--- src/rtl/fetch_unit_pkg.sv ---
// Shared definitions for the instruction fetch stage: memory geometry,
// reset PC, bubble encoding and FSM state type.
package fetch_unit_pkg;

  localparam int              PC_W       = 32;
  localparam int              IMEM_DEPTH = 32;
  localparam logic [PC_W-1:0] RESET_PC   = '0;
  localparam logic [31:0]     NOP_INST   = 32'h0000_0000;

  typedef enum logic [1:0] {
    START = 2'd0,
    RUN   = 2'd1,
    HALT  = 2'd2
  } fetch_state_e;

endpackage

--- src/rtl/fetch_unit_pc_next_sel.sv ---
// Combinational next-PC selection: jump > taken branch > stall > PC+1.
// Redirects only count when the IF/ID register holds a real instruction.
module pc_next_sel
  import fetch_unit_pkg::*;
(
  input  logic [PC_W-1:0] pc,
  input  logic [PC_W-1:0] ifid_pc_plus1,
  input  logic            ifid_valid,
  input  logic            stall,
  input  logic            branch_taken,
  input  logic [15:0]     branch_offset,
  input  logic            jump,
  input  logic [25:0]     jump_target,
  output logic [PC_W-1:0] pc_next,
  output logic            redirect
);

  always_comb begin
    pc_next  = pc + PC_W'(1);
    redirect = 1'b0;
    if (ifid_valid && jump) begin
      redirect = 1'b1;
      pc_next  = {ifid_pc_plus1[PC_W-1:26], jump_target};
    end else if (ifid_valid && branch_taken) begin
      redirect = 1'b1;
      pc_next  = ifid_pc_plus1 + {{(PC_W-16){branch_offset[15]}}, branch_offset};
    end else if (stall) begin
      pc_next  = pc;
    end
  end

endmodule

--- src/rtl/fetch_unit.sv ---
// Instruction fetch stage: owns the PC, the IF/ID pipeline register and the
// START/RUN/HALT sequencing; halts once the PC leaves instruction memory.
module fetch_unit
  #(
    parameter int          IMEM_DEPTH = fetch_unit_pkg::IMEM_DEPTH,
    parameter logic [31:0] RESET_PC   = fetch_unit_pkg::RESET_PC
  )
  (
    input  logic        clock,
    input  logic        reset_n,
    input  logic        stall,
    input  logic        branch_taken,
    input  logic [15:0] branch_offset,
    input  logic        jump,
    input  logic [25:0] jump_target,
    output logic [31:0] imem_addr,
    input  logic [31:0] imem_inst,
    output logic [31:0] ifid_inst,
    output logic [31:0] ifid_pc_plus1,
    output logic        ifid_valid,
    output logic        halted,
    output logic [31:0] fetch_count
  );

  import fetch_unit_pkg::*;

  localparam logic [PC_W-1:0] DEPTH_W = PC_W'(IMEM_DEPTH);

  fetch_state_e    state_q, state_d;
  logic [PC_W-1:0] pc_q, pc_d;
  logic [31:0]     ifid_inst_q, ifid_inst_d;
  logic [PC_W-1:0] ifid_pc_plus1_q, ifid_pc_plus1_d;
  logic            ifid_valid_q, ifid_valid_d;
  logic [31:0]     fetch_count_q, fetch_count_d;
  logic [PC_W-1:0] sel_pc;
  logic            redirect;

  pc_next_sel u_pc_next_sel (
    .pc            (pc_q),
    .ifid_pc_plus1 (ifid_pc_plus1_q),
    .ifid_valid    (ifid_valid_q),
    .stall         (stall),
    .branch_taken  (branch_taken),
    .branch_offset (branch_offset),
    .jump          (jump),
    .jump_target   (jump_target),
    .pc_next       (sel_pc),
    .redirect      (redirect)
  );

  always_comb begin
    state_d         = state_q;
    pc_d            = pc_q;
    ifid_inst_d     = ifid_inst_q;
    ifid_pc_plus1_d = ifid_pc_plus1_q;
    ifid_valid_d    = ifid_valid_q;
    fetch_count_d   = fetch_count_q;
    case (state_q)
      START: state_d = RUN;
      RUN: begin
        // A redirect wins even over the end-of-memory check, so an
        // out-of-range target is taken first and halts one cycle later.
        if (redirect) begin
          pc_d         = sel_pc;
          ifid_inst_d  = NOP_INST;
          ifid_valid_d = 1'b0;
        end else if (pc_q >= DEPTH_W) begin
          state_d      = HALT;
          ifid_inst_d  = NOP_INST;
          ifid_valid_d = 1'b0;
        end else if (!stall) begin
          pc_d            = sel_pc;
          ifid_inst_d     = imem_inst;
          ifid_pc_plus1_d = pc_q + PC_W'(1);
          ifid_valid_d    = 1'b1;
          fetch_count_d   = fetch_count_q + 32'd1;
        end
      end
      HALT:    state_d = HALT;
      default: state_d = START;
    endcase
  end

  always_ff @(posedge clock or negedge reset_n) begin
    if (!reset_n) begin
      state_q         <= START;
      pc_q            <= RESET_PC;
      ifid_inst_q     <= NOP_INST;
      ifid_pc_plus1_q <= '0;
      ifid_valid_q    <= 1'b0;
      fetch_count_q   <= '0;
    end else begin
      state_q         <= state_d;
      pc_q            <= pc_d;
      ifid_inst_q     <= ifid_inst_d;
      ifid_pc_plus1_q <= ifid_pc_plus1_d;
      ifid_valid_q    <= ifid_valid_d;
      fetch_count_q   <= fetch_count_d;
    end
  end

  assign imem_addr     = pc_q;
  assign ifid_inst     = ifid_inst_q;
  assign ifid_pc_plus1 = ifid_pc_plus1_q;
  assign ifid_valid    = ifid_valid_q;
  assign halted        = (state_q == HALT);
  assign fetch_count   = fetch_count_q;

endmodule

--- config.mk ---
export PLATFORM = sky130hd
export DESIGN_NAME = fetch_unit
export DESIGN_NICKNAME = d
export VERILOG_FILES = /design/src/rtl/fetch_unit_pkg.sv /design/src/rtl/fetch_unit_pc_next_sel.sv /design/src/rtl/fetch_unit.sv
export SDC_FILE = /design/constraint.sdc
export NUM_CORES = 1
export LEC_CHECK = 0
export CAP_MARGIN = 25
export CORE_ASPECT_RATIO = 0.75
export CORE_MARGIN = 4
export CORE_UTILIZATION = 50
export DETAILED_ROUTE_END_ITERATION = 6
export PLACE_DENSITY = 0.84
export SETUP_SLACK_MARGIN = 0.02
export SLEW_MARGIN = 40
export SYNTH_ARGS = -nofsm -noshare
export SYNTH_HDL_FRONTEND = slang
export SYNTH_HIERARCHICAL = 1
export SYNTH_SLANG_ARGS = --single-unit
--- constraint.sdc ---
create_clock -name clock -period 3.4 [get_ports clock]
set_input_delay 0.51 -clock clock [delete_from_list [all_inputs] [get_ports clock]]
set_output_delay 0.51 -clock clock [all_outputs]
set_load 0.02 [all_outputs]
==> impl_metrics.toml, run 1 <==
[status]
status = "complete, but fails checks"
violations = "hold timing"

[cells_and_area]
final_cell_mix = "207 x clkdlybuf4s50_1, 131 x dfrtp_1, 66 x a21oi_1"
fillers = 1184
area_growth_pct = 39.8
post-route-util = 0.713
layout-drive-gt1-share = 0.141
mostFrequentLayoutCell = "clkdlybuf4s50_1"
stdcell_count = 1306
nets = 1201
n_antenna_cell = 0

[route]
drt_wl_total_um = 25400
wl_per_cell_um = 19.4
drtIter0Drc = 877
num_vias = 7665
drc = 0
via_per_inst = 5.87
dr.pass1.iters = 7
postRouteAntennaNets = 0

[power]
intPower_w = 0.00332
netSwitchingFraction = 0.298
clkPwrFrac = 0.419
p_leak_nw = 5.15
power_density_nw_per_um2 = 415
switchingPower_w = 0.00141
power_w = 0.00472
pwr-share-seq = 0.374
vdd_drop_max_uv = 293
combPwrFrac = 0.207

[clocking]
postCtsSetupRepairBufs = 0
ctsResizeCount = 0
cts_hold_buf = 0
clk_pin_slew_ns = 0.06
numClockSinks = 131
cts_root_buf = "clkbuf_16"
htree_levels = 4
cts_tree = "done"
cts_made_buffers = 17
clock_path_buffers = 2
clk_latency_ns = 0.42

[hold_path]
hp-class = "in2async"

[synth]
ys.flop_type = "dfrtp_1"
netlist_area_um2 = 8140
syn_avg_cell_area_um2 = 9.70
ys_seq_area_frac = 0.403
syn-num-nets = 957
ys_ff_latch = 131
async_flop_share = 1.00
synth_edf_count = 0
syn_inst = 839
ys_warn_count = 6
synth_cell_types = 79

[place]
place_congestion = 0.948
dp.cells = 1273
port_buffers = 208
hpwl_um = 18000

[sta]
hold-worst-slack_ns = -0.0111
rsz0062_at_grt = "no"
slew_violations = 0
clock_skew_ns = 0.0125
setup_viol = 0
finalCritPeriodShare = 0.943
max_slew_margin = 0.458
layout_min_cycle_time_ns = 3.21
hold_viol_final = 12
fmax_mhz = 312
worst_slew_pin_slew_ns = 0.810

[global_routing]
grt_max_degree = 109
overflow = 0
grt_pass1_wl_um = 40500
antenna_found_initial = 0
grt_pass1_vias = 7743
gr-usage-all-layers = 0.274

[floorplan]
die_height_um = 118
ioPinCount = 209
dieArea_um2 = 18400
initial_utilization = 0.510
rows = 40
fp.dieW_um = 155
core_area_um2 = 16000

[worst_setup_path]
cp_max_fo = 3
rrSetupSlack_ns = 0.33
required_ns = 3.70
crit_chain = "clkdlybuf4s50_1 -> ha_1 -> o21ai_0 -> nand2b_1 -> a31oi_2 -> nor4_2 -> or2_1 -> a311o_1 -> xnor2_1 -> o21ai_1 -> mux2_2"
r2r-start = "ifid_pc_plus1[5]$_DFFE_PN0P_"
cp.arrival_ns = 3.51
path_buf_inv = 1
crit_type = "in2reg"
crit_family = "compound AO/OA/AOI/OAI gates"
cp-start-kind = "primary input"
reg2reg_to = "imem_addr[25]$_DFFE_PN0P_"
critPathCaptureType = "flop"
slowest_stage = "o21ai_0"
max_stage_delay_ns = 0.44
ff2ff_path_depth = 10

[flow_run]
drv_cap = 0
power by group through the flow:
| stage | sequential [W] | clock (W) | combinational [W] |
|---|---|---|---|
| detailed placement | 0.00179 | 0 | 0.000961 |
| global placement | 0.00179 | 0 | 0.000937 |
| finish | 0.00177 | 0.00198 | 0.000979 |
| global route | 0.00178 | 0.00207 | 0.00106 |
| floorplan | 0.00184 | 0 | 0.000438 |
| CTS | 0.00176 | 0.00200 | 0.000971 |
synthesized netlist by cell type, drive strengths merged, types with 29 or more instances:
master | instances | area, µm²
nor2b | 30 | 188
dfrtp | 131 | 3280
a22o | 32 | 280
xor2 | 30 | 263
ha | 38 | 475
nor2 | 65 | 244
nand2 | 54 | 210
o21ai | 35 | 179
a21oi | 66 | 330
mux2 | 37 | 417
nand3 | 29 | 145
xnor2 | 58 | 508
worst max-delay path by stage:
stage | end | start | slack, ns | cells past startpoint
finish | imem_addr[25]$_DFFE_PN0P_ | branch_offset[5] | 0.19 | 11
global route | imem_addr[30]$_DFFE_PN0P_ | branch_offset[0] | 0.03 | 13
CTS | imem_addr[26]$_DFFE_PN0P_ | branch_offset[0] | 0.25 | 14
detailed placement | imem_addr[30]$_DFFE_PN0P_ | branch_offset[0] | -0.15 | 13
global placement | imem_addr[30]$_DFFE_PN0P_ | branch_offset[0] | -0.06 | 13
floorplan | imem_addr[30]$_DFFE_PN0P_ | branch_offset[0] | 0.35 | 11
metal layers:
metal | global-route usage | vias to the layer above | share of wire
li1 | - | 3529 | -
met1 | 0.398 | 3720 | 0.45
met2 | 0.406 | 362 | 0.45
met3 | 0.0622 | 54 | 0.084
met4 | 0.0858 | 0 | 0.022
met5 | 0 | - | 0
cell type report:
class / instances / area [µm²] / share of cell area
Multi-Input combinational cell: 650 / 4600 / 0.404
Sequential cell: 131 / 3280 / 0.288
Timing Repair Buffer: 264 / 2540 / 0.223
Clock buffer: 18 / 439 / 0.0386
Tap cell: 210 / 263 / 0.0231
Clock inverter: 14 / 188 / 0.0165
Inverter: 19 / 71.3 / 0.00627
metrics by stage:
stage / setup TNS [ns] / hold slack (ns) / worst slack (ns) / area (µm²)
finish: 0 / -0.0111 / 0.195 / 11400
global placement: -0.226 / 0.455 / -0.0646 / 10700
global route: 0 / 0.00676 / 0.0267 / 11400
detailed placement: -0.547 / 0.461 / -0.153 / 10700
CTS: 0 / 0.179 / 0.249 / 11400
floorplan: 0 / 0.214 / 0.346 / 8140
cells by family after synthesis:
| group | share of synthesized area |
|---|---|
| xor gates and xnor gates | 0.0947 |
| adders and majority gates | 0.0609 |
| buffers and inverters | 0.0321 |
| AOI/OAI and AO/OA | 0.167 |
| and+or+nand+nor | 0.190 |
| muxes | 0.0524 |
| DFF | 0.403 |
sequential cells by signal (all words and copies together), names as in the netlist:
register,count
ifid_inst,32
imem_addr,32
ifid_pc_plus1,32
state_q,2
ifid_valid,1
fetch_count,32
Note: power is estimated with default switching activity, not from simulation.
==> inputs of run 2 (changes only) <==
Settings changed: CORE_ASPECT_RATIO 0.75 to 0.9.
==> run 2 against run 1 <==
The flow now finishes without violations; design area decreased by 1.0%; combinational power is 5.0% lower; sequential power barely moved; global-route usage down 0.94 points; count of clock-buffer cells in the layout grew 1; via count is 0.72% lower; power is 4.0% lower.
==> impl_metrics.toml, run 2 (synthesized netlist as in run 1, its figures left out) <==
[status]
status = "complete, no violations"

[global_routing]
overflow = 0
grt_pass1_wl_um = 38800
grt_pass1_vias = 7438
antenna_found_initial = 0
gr-usage-all-layers = 0.264
grt_max_degree = 59

[cells_and_area]
layout-drive-gt1-share = 0.137
n_antenna_cell = 0
area_growth_pct = 38.4
regArea_um2 = 3280
stdcell_area_um2 = 11300
multiInputGateArea_um2 = 4600
mostFrequentLayoutCell = "clkdlybuf4s50_1"
final_cell_mix = "207 x clkdlybuf4s50_1, 131 x dfrtp_1, 66 x a21oi_1"
nets = 1197
fillers = 1155

[floorplan]
die_height_um = 129
rows = 43
fp.dieW_um = 142
dieArea_um2 = 18400
core_area_um2 = 15700
ioPinCount = 209
initial_utilization = 0.518

[sta]
fmax_mhz = 320
slew_violations = 0
hold-worst-slack_ns = 0.0429
clock_skew_ns = 0.0107
worst_slew_pin_slew_ns = 0.669
setup_viol = 0
max_slew_margin = 0.550
layout_min_cycle_time_ns = 3.13
rsz0062_at_grt = "no"
hold_viol_final = 0
finalCritPeriodShare = 0.919

[clocking]
cts_root_buf = "clkbuf_16"
clk_pin_slew_ns = 0.06
ctsResizeCount = 0
numClockSinks = 131
clock_path_buffers = 2
postCtsSetupRepairBufs = 0
clk_latency_ns = 0.42
cts_hold_buf = 0
htree_levels = 4
cts_tree = "done"
cts_made_buffers = 17

[power]
netSwitchingFraction = 0.302
power_density_nw_per_um2 = 403
p_leak_nw = 5.09
vdd_drop_max_uv = 333
intPower_w = 0.00317
pwr-share-seq = 0.392
combPwrFrac = 0.205
clkPwrFrac = 0.403
switchingPower_w = 0.00137

[worst_setup_path]
cp_max_fo = 3
crit_family = "compound AO/OA/AOI/OAI gates"
ff2ff_path_depth = 14
rrSetupSlack_ns = 0.41
reg2reg_to = "imem_addr[22]$_DFFE_PN0P_"
max_stage_delay_ns = 0.43
crit_chain = "clkdlybuf4s50_1 -> ha_1 -> fa_1 -> a21oi_1 -> o21bai_1 -> a211oi_1 -> buf_4 -> o21ai_2 -> o221ai_2 -> buf_4 -> buf_4 -> o211a_1 -> o21ai_1 -> a31oi_1 -> mux2_2"
cp-start-kind = "primary input"
cp-endpoint = "imem_addr[22]$_DFFE_PN0P_"
timing.critical_path.mode_cell = "buf_4"
slowest_stage = "clkdlybuf4s50_1"
crit_start = "branch_offset[0]"
critPathCaptureType = "flop"
crit_type = "in2reg"
path_buf_inv = 4
cp.arrival_ns = 3.49
r2r-start = "ifid_pc_plus1[0]$_DFFE_PN0P_"
required_ns = 3.76
cp.depth = 15

[route]
dr.pass1.iters = 5
postRouteAntennaNets = 0
drtIter0Drc = 737
wl_per_cell_um = 18.8
drc = 0
num_vias = 7610
drt_wl_total_um = 24300
via_per_inst = 5.88

[hold_path]
hp-class = "in2async"

[place]
hpwl_um = 17900
place_area_um2 = 10700
place_congestion = 0.963
port_buffers = 208

[flow_run]
drv_cap = 0
==> run 2: worst min-delay path by stage <==
stage | start | end | slack (ns) | depth (start not counted)
floorplan | reset_n | fetch_count[0]$_DFFE_PN0P_ | 0.21 | 0
global placement | fetch_count[31]$_DFFE_PN0P_ | fetch_count[31]$_DFFE_PN0P_ | 0.46 | 1
detailed placement | fetch_count[31]$_DFFE_PN0P_ | fetch_count[31]$_DFFE_PN0P_ | 0.47 | 1
CTS | reset_n | imem_addr[11]$_DFFE_PN0P_ | 0.06 | 1
global route | reset_n | imem_addr[13]$_DFFE_PN0P_ | 0.08 | 1
finish | reset_n | imem_addr[13]$_DFFE_PN0P_ | 0.04 | 1
==> run 2: per-stage QoR <==
stage,setup slack [ns],setup TNS (ns),power (W),cells,utilization
after floorplan,0.346,0,0.00228,839,-
after global placement,-0.0922,-0.257,0.00270,1262,0.680
after detailed placement,-0.121,-0.445,0.00272,1262,0.680
after CTS,0.292,0,0.00457,1294,0.717
after global routing,0.0952,0,0.00473,1294,0.717
final,0.274,0,0.00454,1294,0.717
==> run 2: area by class of cell <==
class | count | share of cell area
flip-flops and latches | 131 | 0.291
repair buffers | 260 | 0.220
multi-input cells | 650 | 0.409
inverters | 19 | 0.00633
clock inverters | 13 | 0.0121
clock buffers | 19 | 0.0402
well taps | 202 | 0.0224
==> run 2: metal layers <==
layer	part of all wire	vias to the layer above	wire, µm	GRT usage
met5	0	-	0	0
met4	0.016	0	380	0.0609
met3	0.093	39	2260	0.0871
met2	0.46	330	11200	0.420
met1	0.43	3712	10500	0.356
li1	-	3529	-	-
==> run 2: power groups by stage <==
stage	registers (W)	clock network (W)	logic (W)
finish	0.00178	0.00183	0.000930
CTS	0.00178	0.00186	0.000933
detailed placement	0.00180	0	0.000920
global route	0.00179	0.00193	0.00101
global placement	0.00180	0	0.000906
floorplan	0.00184	0	0.000438
==> inputs of run 3 (changes only) <==
Settings changed: ABC_AREA from default to 1, CORE_UTILIZATION 50 to 40, PLACE_DENSITY 0.84 to 0.68.
==> run 3 against run 2 <==
Clock skew grew 0.0049 ns; global-route usage shrank 0.80 points; via count is 45% higher; combinational power increased by 1%; hold slack better by 0.43 ns; setup slack better by 0.30 ns; synthesized cell count is 97% higher; sequential power about the same; cell count rose by 71%; non-clock buffer count down 32; routed wire length rose by 50%; critical endpoint is now imem_addr[29]$_DFFE_PN0P_; largest cell class unchanged.
==> impl_metrics.toml, run 3 <==
[status]
status = "complete, no violations"

[synth]
ys_ff_latch = 131
ys.flop_type = "dfrtp_1"
yosysTopAreaCell = "dfrtp_1"
netlist_area_um2 = 10200
syn_inst = 1653
synth_cell_types = 43
syn_avg_cell_area_um2 = 6.17
synth.top_cell.area_share = 0.321
yosysMostFrequentCell = "nand2_1"
ys_warn_count = 6
ys_top_cells_by_count = "729 x nand2_1, 203 x inv_1, 178 x nor2_1"
ys_seq_area_frac = 0.321
syn-num-nets = 1771
synth_edf_count = 0
async_flop_share = 1.00
synth_area_leaders = "dfrtp_1 32%, nand2_1 27%, inv_1 7.5%"

[sta]
fmax_mhz = 353
rsz0062_at_grt = "no"
final.setup.tns_ns = 0
setup_viol = 0
worst_slew_pin_slew_ns = 0.756
slew_violations = 0
finalCritPeriodShare = 0.832
clock_skew_ns = 0.0156
max_slew_margin = 0.495
timing.final.ws_setup_ns = 0.570
hold-worst-slack_ns = 0.474
hold_viol_final = 0
layout_min_cycle_time_ns = 2.83

[place]
hpwl_um = 27900
detailedPlace.worstSlack_ns = 0.167
port_buffers = 208
place_congestion = 0.922

[floorplan]
dieArea_um2 = 28100
die_height_um = 160
core_area_um2 = 25100
initial_utilization = 0.406
rows = 55
ioPinCount = 209
fp.dieW_um = 176

[worst_setup_path]
max_stage_delay_ns = 0.44
crit_type = "in2reg"
cp.arrival_ns = 3.19
path_buf_inv = 2
required_ns = 3.76
slowest_stage = "ha_1"
timing.critical_path.mode_cell = "nand2_1"
cp_max_fo = 13
critPathCaptureType = "flop"
cp-start-kind = "primary input"
crit_chain = "clkdlybuf4s50_1 -> buf_4 -> ha_1 -> nand2_1 -> nor2_1 -> nand2_1 -> nor4_1 -> nand2_1 -> nand3_1 -> nand3_1 -> a21oi_1 -> nand4_1 -> nand2_1"
crit_family = "simple AND/OR/NAND/NOR gates"

[route]
via_per_inst = 4.99
drtIter0Drc = 1034
wl_met1_um = 16900
dr.pass1.iters = 5
wl_met2_um = 15600
postRouteAntennaNets = 0
wl_per_cell_um = 16.5
drc = 0
met3WireLength_um = 3110
drt_wl_total_um = 36500
num_vias = 11036
maxUsedRoutingLayer = "met5"

[power]
combPwrFrac = 0.208
vdd_drop_max_uv = 268
clkPwrFrac = 0.402
switchingPower_w = 0.00155
power_density_nw_per_um2 = 344
netSwitchingFraction = 0.342
pwr-share-seq = 0.390
intPower_w = 0.00299
p_leak_nw = 6.95

[clocking]
clk_latency_ns = 0.43
cts_root_buf = "clkbuf_16"
clk_pin_slew_ns = 0.07
postCtsSetupRepairBufs = 0
cts_made_buffers = 17
numClockSinks = 131
ctsResizeCount = 0
htree_levels = 4
cts_tree = "done"
cts_hold_buf = 1
clock_path_buffers = 2

[cells_and_area]
nets = 1975
final_cell_mix = "729 x nand2_1, 207 x clkdlybuf4s50_1, 203 x inv_1"
regArea_um2 = 3280
multiInputGateArea_um2 = 5870
post-route-util = 0.526
area_growth_pct = 29.5
layout-drive-gt1-share = 0.0503
mostFrequentLayoutCell = "nand2_1"
fillers = 2552

[global_routing]
grt_pass1_wl_um = 57900
grt_pass1_vias = 10505
grt_max_degree = 75
antenna_found_initial = 2
gr-usage-all-layers = 0.257
overflow = 0

[flow_run]
drv_cap = 0

[hold_path]
hp-class = "reg2reg"
-- run 3: metrics by stage --
stage	cells	cell area, µm²	total power [W]
2_1_floorplan	1653	10200	0.00229
3_3_place_gp	2179	12600	0.00272
6_report	2213	13200	0.00454
5_1_grt	2213	13200	0.00476
4_1_cts	2212	13200	0.00457
3_5_place_dp	2179	12600	0.00273
-- run 3: cell type report --
| cell class | count | area share |
|---|---|---|
| Multi-Input combinational cell | 1263 | 0.444 |
| Sequential cell | 131 | 0.248 |
| Timing Repair Buffer | 228 | 0.170 |
| Inverter | 216 | 0.0614 |
| Clock buffer | 18 | 0.0332 |
| Tap cell | 342 | 0.0324 |
| Clock inverter | 14 | 0.0103 |
| Antenna cell | 1 | 0.000189 |
-- run 3: cells by family (layout without fill, tap and decap cells) --
kind of cell	after synthesis	count (layout)	share of synthesized area
XOR/XNOR	35	35	0.0300
adder cells (fa/ha/maj)	39	39	0.0486
AO/OA/AOI/OAI	110	110	0.0580
other	0	1	0
flip-flops	131	131	0.321
AND/OR/NAND/NOR	1079	1079	0.439
buffers and inverters	259	476	0.103
-- run 3: per-layer routing --
layer | vias to the layer above | GRT usage
met4 | 2 | 0.0703
met2 | 449 | 0.382
li1 | 5525 | -
met1 | 5006 | 0.372
met5 | - | 0
met3 | 54 | 0.0627
-- run 3: worst min-delay path, cell delays in order, from the launching register on --
cell     delay, ns
dfrtp_1       0.35
nand2_1       0.05
nand2_1       0.04
-- run 3: power by group through the flow --
stage,clock network [W],registers [W],logic (W)
2_1_floorplan,0,0.00181,0.000478
3_3_place_gp,0,0.00180,0.000923
4_1_cts,0.00186,0.00177,0.000941
6_report,0.00183,0.00177,0.000943
3_5_place_dp,0,0.00180,0.000935
5_1_grt,0.00194,0.00178,0.00104
-- run 3: path summary, 6_finish.rpt --
kind	slack, ns	end	from	cells past startpoint
worst max-delay path	0.57	imem_addr[29]$_DFFE_PN0P_	branch_offset[15]	13
worst min-delay path	0.47	ifid_inst[15]$_DFFE_PN0P_	ifid_inst[15]$_DFFE_PN0P_	2
worst max register to register	0.85	imem_addr[29]$_DFFE_PN0P_	ifid_pc_plus1[20]$_DFFE_PN0P_	11
worst min register to register	0.47	ifid_inst[15]$_DFFE_PN0P_	ifid_inst[15]$_DFFE_PN0P_	2
max in group asynchronous	2.10	imem_addr[30]$_DFFE_PN0P_	reset_n	3
min in group asynchronous	0.52	fetch_count[17]$_DFFE_PN0P_	reset_n	2
